<file path="config.mk">
export PLATFORM = sky130hd
export DESIGN_NAME = keypad_entry
export DESIGN_NICKNAME = d
export VERILOG_FILES = /design/src/rtl/keypad_entry.sv
export SDC_FILE = /design/constraint.sdc
export NUM_CORES = 1
export LEC_CHECK = 0
export BUFFER_PORTS_ARGS = -buffer_cell sky130_fd_sc_hd__buf_2
export CAP_MARGIN = 20
export CORE_MARGIN = 10
export CORE_UTILIZATION = 33
export CTS_CLUSTER_DIAMETER = 150
export DETAILED_ROUTE_END_ITERATION = 10
export PLACE_DENSITY = 0.6
export SETUP_SLACK_MARGIN = 0.3
export SLEW_MARGIN = 20
export SYNTH_ARGS = -nofsm -noshare
export SYNTH_HDL_FRONTEND = slang
export SYNTH_SLANG_ARGS = --single-unit
</file>
<file path="constraint.sdc">
create_clock -name clk -period 2.73 [get_ports clk]
set_input_delay 0.273 -clock clk [delete_from_list [all_inputs] [get_ports clk]]
set_output_delay 0.273 -clock clk [all_outputs]
set_load 0.05 [all_outputs]
</file>
<file path="src/rtl/keypad_entry.sv">
// Keypad front end: debounces the scanner's key lines, turns each press into one
// event and builds a 4-digit BCD entry for the display. Build option: KEYPAD_ENTRY_BKSP_EN.
module keypad_entry #(
  parameter int DEBOUNCE = 4,
  parameter int CNT_W    = 8
) (
  input  logic        clk,
  input  logic        rst_n,
  input  logic        en,
  input  logic [9:0]  numbers,
  input  logic        asterisk,
  input  logic        hash,
  output logic [15:0] hexx,
  output logic [3:0]  mask,
  output logic [3:0]  points,
  output logic [15:0] value,
  output logic        valid,
  output logic [3:0]  key_code,
  output logic        key_strobe,
  output logic        full
);

  localparam logic [1:0] S_IDLE = 2'd0;
  localparam logic [1:0] S_DEB  = 2'd1;
  localparam logic [1:0] S_HELD = 2'd2;
  localparam logic [1:0] S_REL  = 2'd3;
  localparam logic [3:0] NONE   = 4'hF;
  // The first matching sample is taken on entry with cnt=0, so the
  // DEBOUNCE-th sample is the one seen while cnt holds DEBOUNCE-2.
  localparam logic [CNT_W-1:0] CNT_LAST = CNT_W'(DEBOUNCE - 2);

  logic [1:0]       state_q, state_d;
  logic [3:0]       cand_q, cand_d;
  logic [CNT_W-1:0] cnt_q, cnt_d;
  logic [2:0]       count_q, count_d;
  logic [15:0]      hexx_q, hexx_d;
  logic [15:0]      value_q, value_d;
  logic             valid_q, valid_d;
  logic [3:0]       key_code_q;
  logic             key_strobe_q;
  logic [3:0]       code;
  logic [3:0]       hits;
  logic [11:0]      lines;
  logic             fire;

  // One-hot decode; no key or several keys both map to NONE.
  always_comb begin
    lines = {hash, asterisk, numbers};
    code  = NONE;
    hits  = 4'd0;
    for (int i = 0; i < 12; i++) begin
      if (lines[i]) begin
        hits = hits + 4'd1;
        code = 4'(i);
      end
    end
    if (hits != 4'd1) code = NONE;
  end

  always_comb begin
    state_d = state_q;
    cand_d  = cand_q;
    cnt_d   = cnt_q;
    fire    = 1'b0;
    case (state_q)
      S_IDLE: if (code != NONE) begin
        state_d = S_DEB;
        cand_d  = code;
        cnt_d   = '0;
      end
      S_DEB: if (code == cand_q) begin
        cnt_d = cnt_q + 1'b1;
        if (cnt_q == CNT_LAST) begin
          state_d = S_HELD;
          fire    = en;
        end
      end else begin
        state_d = S_IDLE;
      end
      S_HELD: if (code == NONE) begin
        state_d = S_REL;
        cnt_d   = '0;
      end
      default: if (code == NONE) begin
        cnt_d = cnt_q + 1'b1;
        if (cnt_q == CNT_LAST) state_d = S_IDLE;
      end else begin
        state_d = S_HELD;
      end
    endcase
  end

  always_comb begin
    hexx_d  = hexx_q;
    count_d = count_q;
    value_d = value_q;
    valid_d = 1'b0;
    if (fire) begin
      if (cand_q < 4'd10) begin
        if (count_q != 3'd4) begin
          hexx_d  = {hexx_q[11:0], cand_q};
          count_d = count_q + 3'd1;
        end
      end else if (cand_q == 4'd11) begin
        if (count_q != 3'd0) begin
          value_d = hexx_q;
          valid_d = 1'b1;
          hexx_d  = '0;
          count_d = 3'd0;
        end
      end else begin
`ifdef KEYPAD_ENTRY_BKSP_EN
        if (count_q != 3'd0) begin
          hexx_d  = {4'h0, hexx_q[15:4]};
          count_d = count_q - 3'd1;
        end
`else
        hexx_d  = '0;
        count_d = 3'd0;
`endif
      end
    end
  end

  always_ff @(posedge clk or negedge rst_n) begin
    if (!rst_n) begin
      state_q      <= S_IDLE;
      cand_q       <= '0;
      cnt_q        <= '0;
      count_q      <= '0;
      hexx_q       <= '0;
      value_q      <= '0;
      valid_q      <= 1'b0;
      key_code_q   <= '0;
      key_strobe_q <= 1'b0;
    end else begin
      // Pulses drop on the next edge even when en is low.
      valid_q      <= valid_d;
      key_strobe_q <= fire;
      if (fire) key_code_q <= cand_q;
      if (en) begin
        state_q <= state_d;
        cand_q  <= cand_d;
        cnt_q   <= cnt_d;
        count_q <= count_d;
        hexx_q  <= hexx_d;
        value_q <= value_d;
      end
    end
  end

  always_comb begin
    case (count_q)
      3'd2:    mask = 4'b0011;
      3'd3:    mask = 4'b0111;
      3'd4:    mask = 4'b1111;
      default: mask = 4'b0001;
    endcase
  end

  assign hexx       = hexx_q;
  assign points     = {3'b000, (state_q == S_HELD) || (state_q == S_REL)};
  assign value      = value_q;
  assign valid      = valid_q;
  assign key_code   = key_code_q;
  assign key_strobe = key_strobe_q;
  assign full       = (count_q == 3'd4);

endmodule

</file>
==> results.py, run 1 <==
metrics = {
    "routing": {
        "via_per_inst": 4.86,
        "firstDrtPassIters": 4,
        "routedWlPerCell_um": 14.5,
        "drtIter0Drc": 181,
        "antenna_left": 0,
        "wirelength_mm": 10.0,
        "drc": 0,
        "vias": 3345,
    },
    "clock_tree": {
        "htreeDepth": 2,
        "cts_buffer_depth": 2,
        "clock-sinks": 55,
        "cts-buffers-inserted": 5,
        "clock_latency_ns": 0.31,
        "clk_pin_slew_ns": 0.10,
        "cts_tree": "yes",
        "cts-root-buf": "clkbuf_8",
    },
    "global_route": {
        "grt_max_degree": 26,
        "grt_pass1_wl_mm": 16.7,
        "grt_use_total_pct": 12.2,
        "grt_pass1_vias": 3517,
        "antenna_found_initial": 0,
        "grt_overflow": 0,
    },
    "critical_path": {
        "r2r_cells": 12,
        "worstReg2RegEnd": "value[7]",
        "start_kind": "primary input",
        "crit_top_cell": "ha_4",
        "cp-end-kind": "register",
        "reg2reg_setup_slack_ns": -0.39,
        "cp.arrival_ns": 7.31,
        "startpoint": "numbers[1]",
        "crit_path_max_fanout": 8,
        "worst-endpoint-required_ns": 2.93,
        "reg2reg_from": "cnt_q[0]",
        "crit_path_max_incr_delay_ns": 0.37,
        "cpMaxStageDelayCell": "or3_4",
        "path_class": "in -> reg",
    },
    "synthesis": {
        "synth_edf_count": 0,
        "syn-mean-instance-area_um2": 9.56,
        "async_flop_share_pct": 100,
        "synth_seq_area_share_pct": 37.4,
        "yosysWarningCount": 0,
        "netlist_area_um2": 3680,
        "synth_seq_cells": 55,
        "syn_inst": 385,
        "ys.flop_type": "dfrtp_1",
        "netlist-cell-type-count": 59,
    },
    "run_status": {
        "outcome": "complete, but fails checks",
        "violations": "negative setup slack",
    },
    "cells_and_area": {
        "diodes": 0,
        "drive_gt1_share_pct": 47.6,
        "final_cell_mix": "buf_4, dfrtp_1, buf_2",
        "final_cell_area_um2": 5500,
        "layout.nets": 580,
        "syn2layout_area_growth_pct": 49.4,
        "layout_commonest_cell": "buf_4",
        "fin_util_pct": 50.5,
    },
    "placement": {
        "dpl-instance-area_um2": 4900,
        "dp_slack_ns": -4.90,
        "portBuffers": 57,
        "gp_congestion": 0.804,
        "dp_hpwl_mm": 7.26,
    },
    "sta": {
        "worst_slew_pin_slew_ns": 0.612,
        "fin_ws_ns": -4.38,
        "slew-limit-headroom_pct": 58.7,
        "tns_ns": -231.23,
        "fin_crit_sh_pct": 260,
        "setup_viol": 55,
        "hold_viol_final": 0,
        "min_period_ns": 7.11,
        "finalMaxSlewViolations": 0,
        "fmax_mhz": 141,
        "grt_setup_unrepaired": "true",
        "skew_ns": 0.00439,
    },
    "power_and_ir_drop": {
        "combinationalPowerShare_pct": 63.3,
        "peakVddDrop_v": 0.000350,
        "power_leakage_nw": 2.83,
        "total_power_mw": 3.70,
        "p_int_mw": 2.29,
        "p_clk_share_pct": 11.8,
        "switching_share_pct": 38.3,
        "pwr_density_cell_nw_per_um2": 674,
        "power_switching_mw": 1.42,
        "sequentialPowerShare_pct": 24.9,
    },
    "worst_hold_path": {
        "min_to": "state_q[0]",
        "holdPathStages": 3,
        "min_path_type": "in -> reg",
        "min-delay-start": "en",
    },
    "floorplan": {
        "start_util_pct": 33.8,
        "die_w_um": 126,
        "core-area_um2": 10900,
        "rows": 38,
        "io_pins": 62,
        "die_h_um": 126,
        "die_area_um2": 15800,
    },
    "job": {
        "drv_cap": 0,
    },
}
area by class of cell:
class                   count  area (um2)
clock buffers               5        68.8
clock inverters             2        13.8
fillers                   966        5390
inverters                  25         116
multi-input cells         285        2420
flip-flops and latches     55        1380
well taps                 140         175
repair buffers            176        1330
cell usage after synthesis, types with 5 or more instances:
cell type   n  area [um2]
a21oi_1    10        50.1
a31oi_1     5        31.3
and2_1      5        31.3
buf_4       7        52.6
clkbuf_1   12        45.0
dfrtp_1    55        1380
ha_1       17         213
inv_1      25        93.8
mux2_1      9         101
mux2_2     21         236
mux2i_1    14         140
nand2_1    57         214
nand4_1     6        37.5
nor2_1     30         113
nor2b_1     5        31.3
nor3_1      5        25.0
o21ai_0     8        40.0
xnor2_1    12         105
xor2_1     15         131
cells by family after synthesis:
family | after synthesis | share of synthesized area, %
AND/OR/NAND/NOR | 128 | 16.1
AO/OA/AOI/OAI | 58 | 11.9
flip-flops | 55 | 37.4
buffers and inverters | 48 | 5.91
multiplexers | 44 | 13.0
XOR/XNOR | 33 | 9.76
adder cells (fa/ha/maj) | 17 | 5.78
other | 2 | 0.204
worst max-delay path by stage:
stage,to,slack (ns),cells after the start
2_1_floorplan,value[10],-4.68,38
3_3_place_gp,value[15],-4.65,38
3_5_place_dp,value[4],-4.90,38
4_1_cts,value[12],-4.33,41
5_1_grt,value[7],-4.71,41
6_report,value[7],-4.38,41
metal layers:
metal,track usage (%),routed length (um)
met5,0,0
met3,2.60,456
met1,14.7,4450
met4,2.30,85
met2,21.7,5020
per-stage QoR:
stage	hold slack (ns)	instances
floorplan	-0.0226	387
global placement	0.291	654
detailed placement	0.299	654
CTS	0.316	684
global route	0.327	688
finish	0.329	688
power by group through the flow:
stage / sequential [mW] / combinational, mW / clock (mW)
after detailed placement: 0.939 / 1.84 / 0
after global placement: 0.936 / 1.78 / 0
final: 0.923 / 2.34 / 0.435
after global routing: 0.930 / 2.55 / 0.492
after CTS: 0.923 / 2.25 / 0.457
after floorplan: 0.956 / 1.14 / 0
critical path, delay by kind of cell:
| family | cells | cell delay [ns] |
|---|---|---|
| fa+ha+maj | 10 | 2.62 |
| simple gates | 12 | 1.81 |
| mux | 3 | 0.87 |
| compound gates | 8 | 0.86 |
| buf+inv | 7 | 0.71 |
| xor+xnor | 1 | 0.17 |
flip-flops by register name (all words and copies together), names as in the netlist:
signal and flops:
hexx 16, value 16, cnt_q 8, cand_q 4, key_code 4, count_q 3
state_q 2, key_strobe 1, valid 1
repair_timing:
item                       in CTS  in global routing
hold endpoints to repair       23                  0
hold buffers                    1                  0
gates cloned                    3                  0
resized for setup              49                 16
setup buffers                  19                  4
pin swaps                      23                  9
setup endpoints to repair      55                 55
(Power assumes the default switching activity.)
==> run 2: changes to the inputs <==
- SKIP_LAST_GASP: not set -> 1
==> run 2 against run 1 <==
- the flow still finishes with violations (negative setup slack)
- core utilization down 0.069 points
- final area decreased by 0.14%
- total power decreased by 0.39%
- final cell count is the same
- worst hold slack gained 0.0041 ns
- non-clock buffer count unchanged
- register-to-register slack about the same
- clock skew hardly changed
- via count shrank 0.69%
- sequential cell count unchanged
- critical endpoint unchanged
- largest power group unchanged
==> results.py, run 2 (synthesis results as in run 1) <==
metrics = {
    "critical_path": {
        "path_class": "in -> reg",
        "worst-endpoint-required_ns": 2.93,
        "r2r_cells": 12,
        "startpoint": "numbers[1]",
        "reg2reg_from": "cnt_q[0]",
        "cp-end-kind": "register",
        "reg2reg_setup_slack_ns": -0.39,
        "crit_top_cell": "ha_4",
        "crit_path_max_fanout": 8,
        "worstReg2RegEnd": "value[7]",
        "critPathBufInv": 7,
        "cpMaxStageDelayCell": "or3_4",
        "worstSetupPathDepth": 41,
        "cp.arrival_ns": 7.31,
        "crit_path_max_incr_delay_ns": 0.36,
        "timing.critical_path.to": "value[7]",
        "start_kind": "primary input",
        "cp_top_family": "adder cells",
    },
    "sta": {
        "finalMaxSlewViolations": 0,
        "hold_viol_final": 0,
        "fin_crit_sh_pct": 260,
        "fmax_mhz": 141,
        "setup_viol": 55,
        "worst_hold_slack_ns": 0.333,
        "worst_slew_pin_slew_ns": 0.612,
        "skew_ns": 0.00471,
        "min_period_ns": 7.11,
        "fin_ws_ns": -4.38,
        "slew-limit-headroom_pct": 58.7,
        "grt_setup_unrepaired": "true",
    },
    "cells_and_area": {
        "final_cell_mix": "buf_4, dfrtp_1, buf_2",
        "diodes": 0,
        "final_cell_area_um2": 5490,
        "syn2layout_area_growth_pct": 49.2,
        "layout.nets": 580,
        "layout_commonest_cell": "buf_4",
        "drive_gt1_share_pct": 47.4,
        "fin_util_pct": 50.4,
    },
    "power_and_ir_drop": {
        "power_leakage_nw": 2.83,
        "pwr_density_cell_nw_per_um2": 672,
        "peakVddDrop_v": 0.000350,
    },
    "floorplan": {
        "core-area_um2": 10900,
        "die_area_um2": 15800,
        "die_h_um": 126,
        "io_pins": 62,
        "rows": 38,
        "start_util_pct": 33.8,
        "die_w_um": 126,
    },
    "job": {
        "drv_cap": 0,
    },
    "clock_tree": {
        "cts-buffers-inserted": 5,
        "clk_pin_slew_ns": 0.09,
        "cts_tree": "yes",
        "clock-sinks": 55,
        "cts_buffer_depth": 2,
        "cts-root-buf": "clkbuf_8",
        "clock_latency_ns": 0.31,
        "htreeDepth": 2,
    },
    "placement": {
        "dp_hpwl_mm": 7.26,
        "gp_congestion": 0.804,
        "dpl-instance-area_um2": 4900,
        "portBuffers": 57,
    },
    "global_route": {
        "antenna_found_initial": 0,
        "grt_overflow": 0,
        "grt_max_degree": 26,
        "grt_pass1_vias": 3510,
        "grt_pass1_wl_mm": 16.7,
        "grt_use_total_pct": 12.2,
    },
    "routing": {
        "vias": 3322,
        "route.met2.wl_mm": 4.98,
        "drt-met1-wl_mm": 4.46,
        "drtIter0Drc": 157,
        "wirelength_mm": 9.98,
        "wl_met3_um": 465,
        "highest_layer": "met4",
        "routedWlPerCell_um": 14.5,
        "firstDrtPassIters": 4,
        "antenna_left": 0,
        "via_per_inst": 4.83,
        "drc": 0,
    },
    "run_status": {
        "outcome": "complete, but fails checks",
        "violations": "negative setup slack",
    },
    "worst_hold_path": {
        "min_path_type": "in -> reg",
    },
}
==> run 2: cell counts in the layout (fill, tap and decap cells not counted) <==
No cell type changed its count.
==> run 2: layout make-up <==
type	count	area, um2
multi-input combinational	285	2410
clock inverter	2	13.8
tap	140	175
timing repair buffer	176	1330
inverter	25	116
clock buffer	5	68.8
fill	974	5400
sequential	55	1380
==> run 2: how the worst min path moves through the flow <==
stage               start          to  cells past startpoint
finish                 en  state_q[0]                      3
detailed placement  rst_n    value[6]                      1
global placement    rst_n   value[14]                      1
global route           en  state_q[0]                      3
floorplan           rst_n   cand_q[0]                      0
CTS                    en  state_q[0]                      3
==> run 2: timing repair <==
| item | 4_1_cts | 5_1_grt |
|---|---|---|
| hold endpoints to repair | 23 | 0 |
| setup endpoints to repair | 55 | 55 |
| setup buffers | 19 | 4 |
| hold buffers | 1 | 0 |
| gates resized for setup | 46 | 17 |
| pin swaps | 23 | 9 |
| gates cloned | 3 | 0 |
==> run 2: layer usage <==
layer,track usage [%],up-vias
met1,14.7,1610
li1,-,1636
met5,0,-
met3,2.60,8
met4,2.30,0
met2,21.7,68
==> run 2: tightest hold or removal path: cells and delay by family <==
family	cells	cell delay, ns
and+or+nand+nor	1	0.06
AOI/OAI and AO/OA	1	0.11
buffers and inverters	1	0.16
==> run 2: power breakdown <==
group	internal [mW]	leakage, nW	total, mW	switching [mW]
clock network	0.176	0.0440	0.434	0.258
registers	0.873	0.699	0.922	0.0489
logic	1.23	2.09	2.33	1.10
total	2.28	2.83	3.69	1.41
==> run 2: through the flow <==
stage          TNS (ns)  std cells  setup slack [ns]  total power, mW
5_1_grt         -249.37        688             -4.71             3.97
6_report        -231.01        688             -4.38             3.69
3_5_place_dp    -255.60        654             -4.90             2.78
4_1_cts         -226.65        684             -4.33             3.61
3_3_place_gp    -244.87        654             -4.65             2.71
2_1_floorplan   -239.05        387             -4.68             2.09
==> run 3: changes to the inputs <==
- CORE_UTILIZATION: 33 -> 51
- GPL_ROUTABILITY_DRIVEN: not set -> 0
- PLACE_DENSITY: 0.6 -> 0.83
==> run 3 against run 2 <==
- the flow still finishes with violations (negative setup slack)
- total power is 24% higher
- final cell count is 1.9% lower
- clock skew is 0.0076 ns higher
- critical path depth is 3 higher
- worst hold slack worse by 0.25 ns
- clock power is 18% higher
- critical endpoint is now count_q[0]
- combinational power is 34% higher
==> results.py, run 3 (synthesis results as in run 1) <==
metrics = {
    "run_status": {
        "outcome": "complete, but fails checks",
        "violations": "negative setup slack",
    },
    "clock_tree": {
        "cts_buffer_depth": 2,
        "cts_tree": "yes",
        "clock-sinks": 55,
        "hold_buffers": 0,
        "clk_pin_slew_ns": 0.12,
        "htreeDepth": 2,
        "clock_latency_ns": 0.33,
        "cts-root-buf": "clkbuf_8",
        "cts-buffers-inserted": 5,
    },
    "floorplan": {
        "io_pins": 62,
        "die_w_um": 105,
        "core-area_um2": 6910,
        "die_area_um2": 11000,
        "die_h_um": 105,
        "rows": 30,
        "start_util_pct": 53.3,
    },
    "critical_path": {
        "crit_path_max_fanout": 6,
        "cpMaxStageDelayCell": "o32ai_2",
        "cp_top_family": "buffers and inverters",
        "crit_path_max_incr_delay_ns": 0.37,
        "cp.arrival_ns": 7.59,
        "crit_top_cell": "buf_4",
        "critPathBufInv": 18,
        "reg2reg_from": "cnt_q[0]",
        "cp-end-kind": "register",
        "worst-endpoint-required_ns": 2.95,
        "path_class": "in -> reg",
        "startpoint": "numbers[1]",
        "start_kind": "primary input",
    },
    "sta": {
        "fin_ws_ns": -4.64,
        "tns_ns": -246.15,
        "finalMaxSlewViolations": 0,
        "fin_crit_sh_pct": 270,
        "skew_ns": 0.0123,
        "min_period_ns": 7.37,
        "setup_viol": 55,
        "hold_viol_final": 0,
        "grt_setup_unrepaired": "true",
        "slew-limit-headroom_pct": 52.9,
        "worst_slew_pin_slew_ns": 0.706,
        "fmax_mhz": 136,
    },
    "power_and_ir_drop": {
        "p_int_mw": 2.66,
        "power_leakage_nw": 3.00,
        "power_switching_mw": 1.92,
        "peakVddDrop_v": 0.000490,
        "p_clk_share_pct": 11.1,
        "switching_share_pct": 41.9,
        "pwr_density_cell_nw_per_um2": 783,
        "combinationalPowerShare_pct": 68.0,
        "sequentialPowerShare_pct": 20.9,
    },
    "cells_and_area": {
        "fin_util_pct": 84.8,
        "layout_commonest_cell": "buf_4",
        "final_cell_mix": "buf_4, dfrtp_1, buf_2",
        "drive_gt1_share_pct": 53.9,
        "layout.nets": 610,
        "syn2layout_area_growth_pct": 59.2,
        "diodes": 0,
    },
    "job": {
        "drv_cap": 0,
    },
    "routing": {
        "drtIter0Drc": 521,
        "routedWlPerCell_um": 24.8,
        "antenna_left": 0,
        "firstDrtPassIters": 6,
        "drc": 0,
        "via_per_inst": 6.36,
        "vias": 4292,
        "wirelength_mm": 16.8,
    },
    "global_route": {
        "grt_max_degree": 56,
        "grt_pass1_vias": 4028,
        "grt_overflow": 0,
        "antenna_found_initial": 0,
        "grt_pass1_wl_mm": 20.8,
        "grt_use_total_pct": 22.6,
    },
    "placement": {
        "dp_hpwl_mm": 7.16,
        "portBuffers": 57,
        "dp_slack_ns": -4.90,
    },
    "worst_hold_path": {
        "min_path_type": "in -> async",
    },
}
-- run 3: changes by cell type in the layout (fill, tap and decap cells not counted), moves of 2 or more --
cell,before,now
buf_4,99,120
buf_6,15,25
a21oi_1,8,5
a21oi_2,2,5
nor2_1,28,25
nor2_2,2,5
inv_1,21,19
mux2_2,12,10
mux2_4,18,20
o22ai_1,2,0
o22ai_4,0,2
xor2_1,14,12
-- run 3: stage by stage --
step	instance area, um2	power, mW	hold slack [ns]	cells
finish	5860	4.59	0.0841	675
global route	5860	4.73	0.129	675
CTS	5500	3.74	0.0980	666
detailed placement	4710	2.75	0.443	592
global placement	4710	2.65	0.438	592
floorplan	3860	2.09	-0.0226	387
-- run 3: cell type report --
class                           count  area [um2]
Multi-Input combinational cell    285        2560
Timing Repair Buffer              206        1590
Sequential cell                    55        1380
Fill cell                         301        1050
Tap cell                           96         120
Inverter                           25         119
Clock buffer                        5        68.8
Clock inverter                      3        27.5
-- run 3: routing by layer --
layer	part of all wire [%]	track usage (%)	vias up
met1	35	25.4	2018
met5	0	0	-
met3	9.1	4.12	147
li1	-	-	1707
met4	7.9	10.4	0
met2	48	40.3	420
-- run 3: path summary, 6_finish.rpt --
kind / endpoint / slack [ns] / depth (start not counted)
worst max register to register: count_q[0] / -0.43 / 13
worst min register to register: value[11] / 0.53 / 1
worst max-delay path: count_q[0] / -4.64 / 44
min in group clk: state_q[0] / 0.31 / 3
worst min-delay path: value[13] / 0.08 / 2
max in group asynchronous: hexx[11] / 2.18 / 2
-- run 3: what timing repair did --
| item | 4_1_cts | 5_1_grt |
|---|---|---|
| resized for setup | 40 | 61 |
| cloned | 3 | 0 |
| endpoints found under the setup margin | 55 | 56 |
| setup buffers | 63 | 9 |
| endpoints found under the hold margin | 0 | 0 |
| pin swaps | 23 | 27 |
-- run 3: power groups by stage --
stage | logic (mW) | registers, mW | clock network, mW
detailed placement | 1.79 | 0.959 | 0
global placement | 1.70 | 0.954 | 0
CTS | 2.32 | 0.943 | 0.486
global route | 3.24 | 0.961 | 0.531
floorplan | 1.14 | 0.956 | 0
finish | 3.12 | 0.958 | 0.511
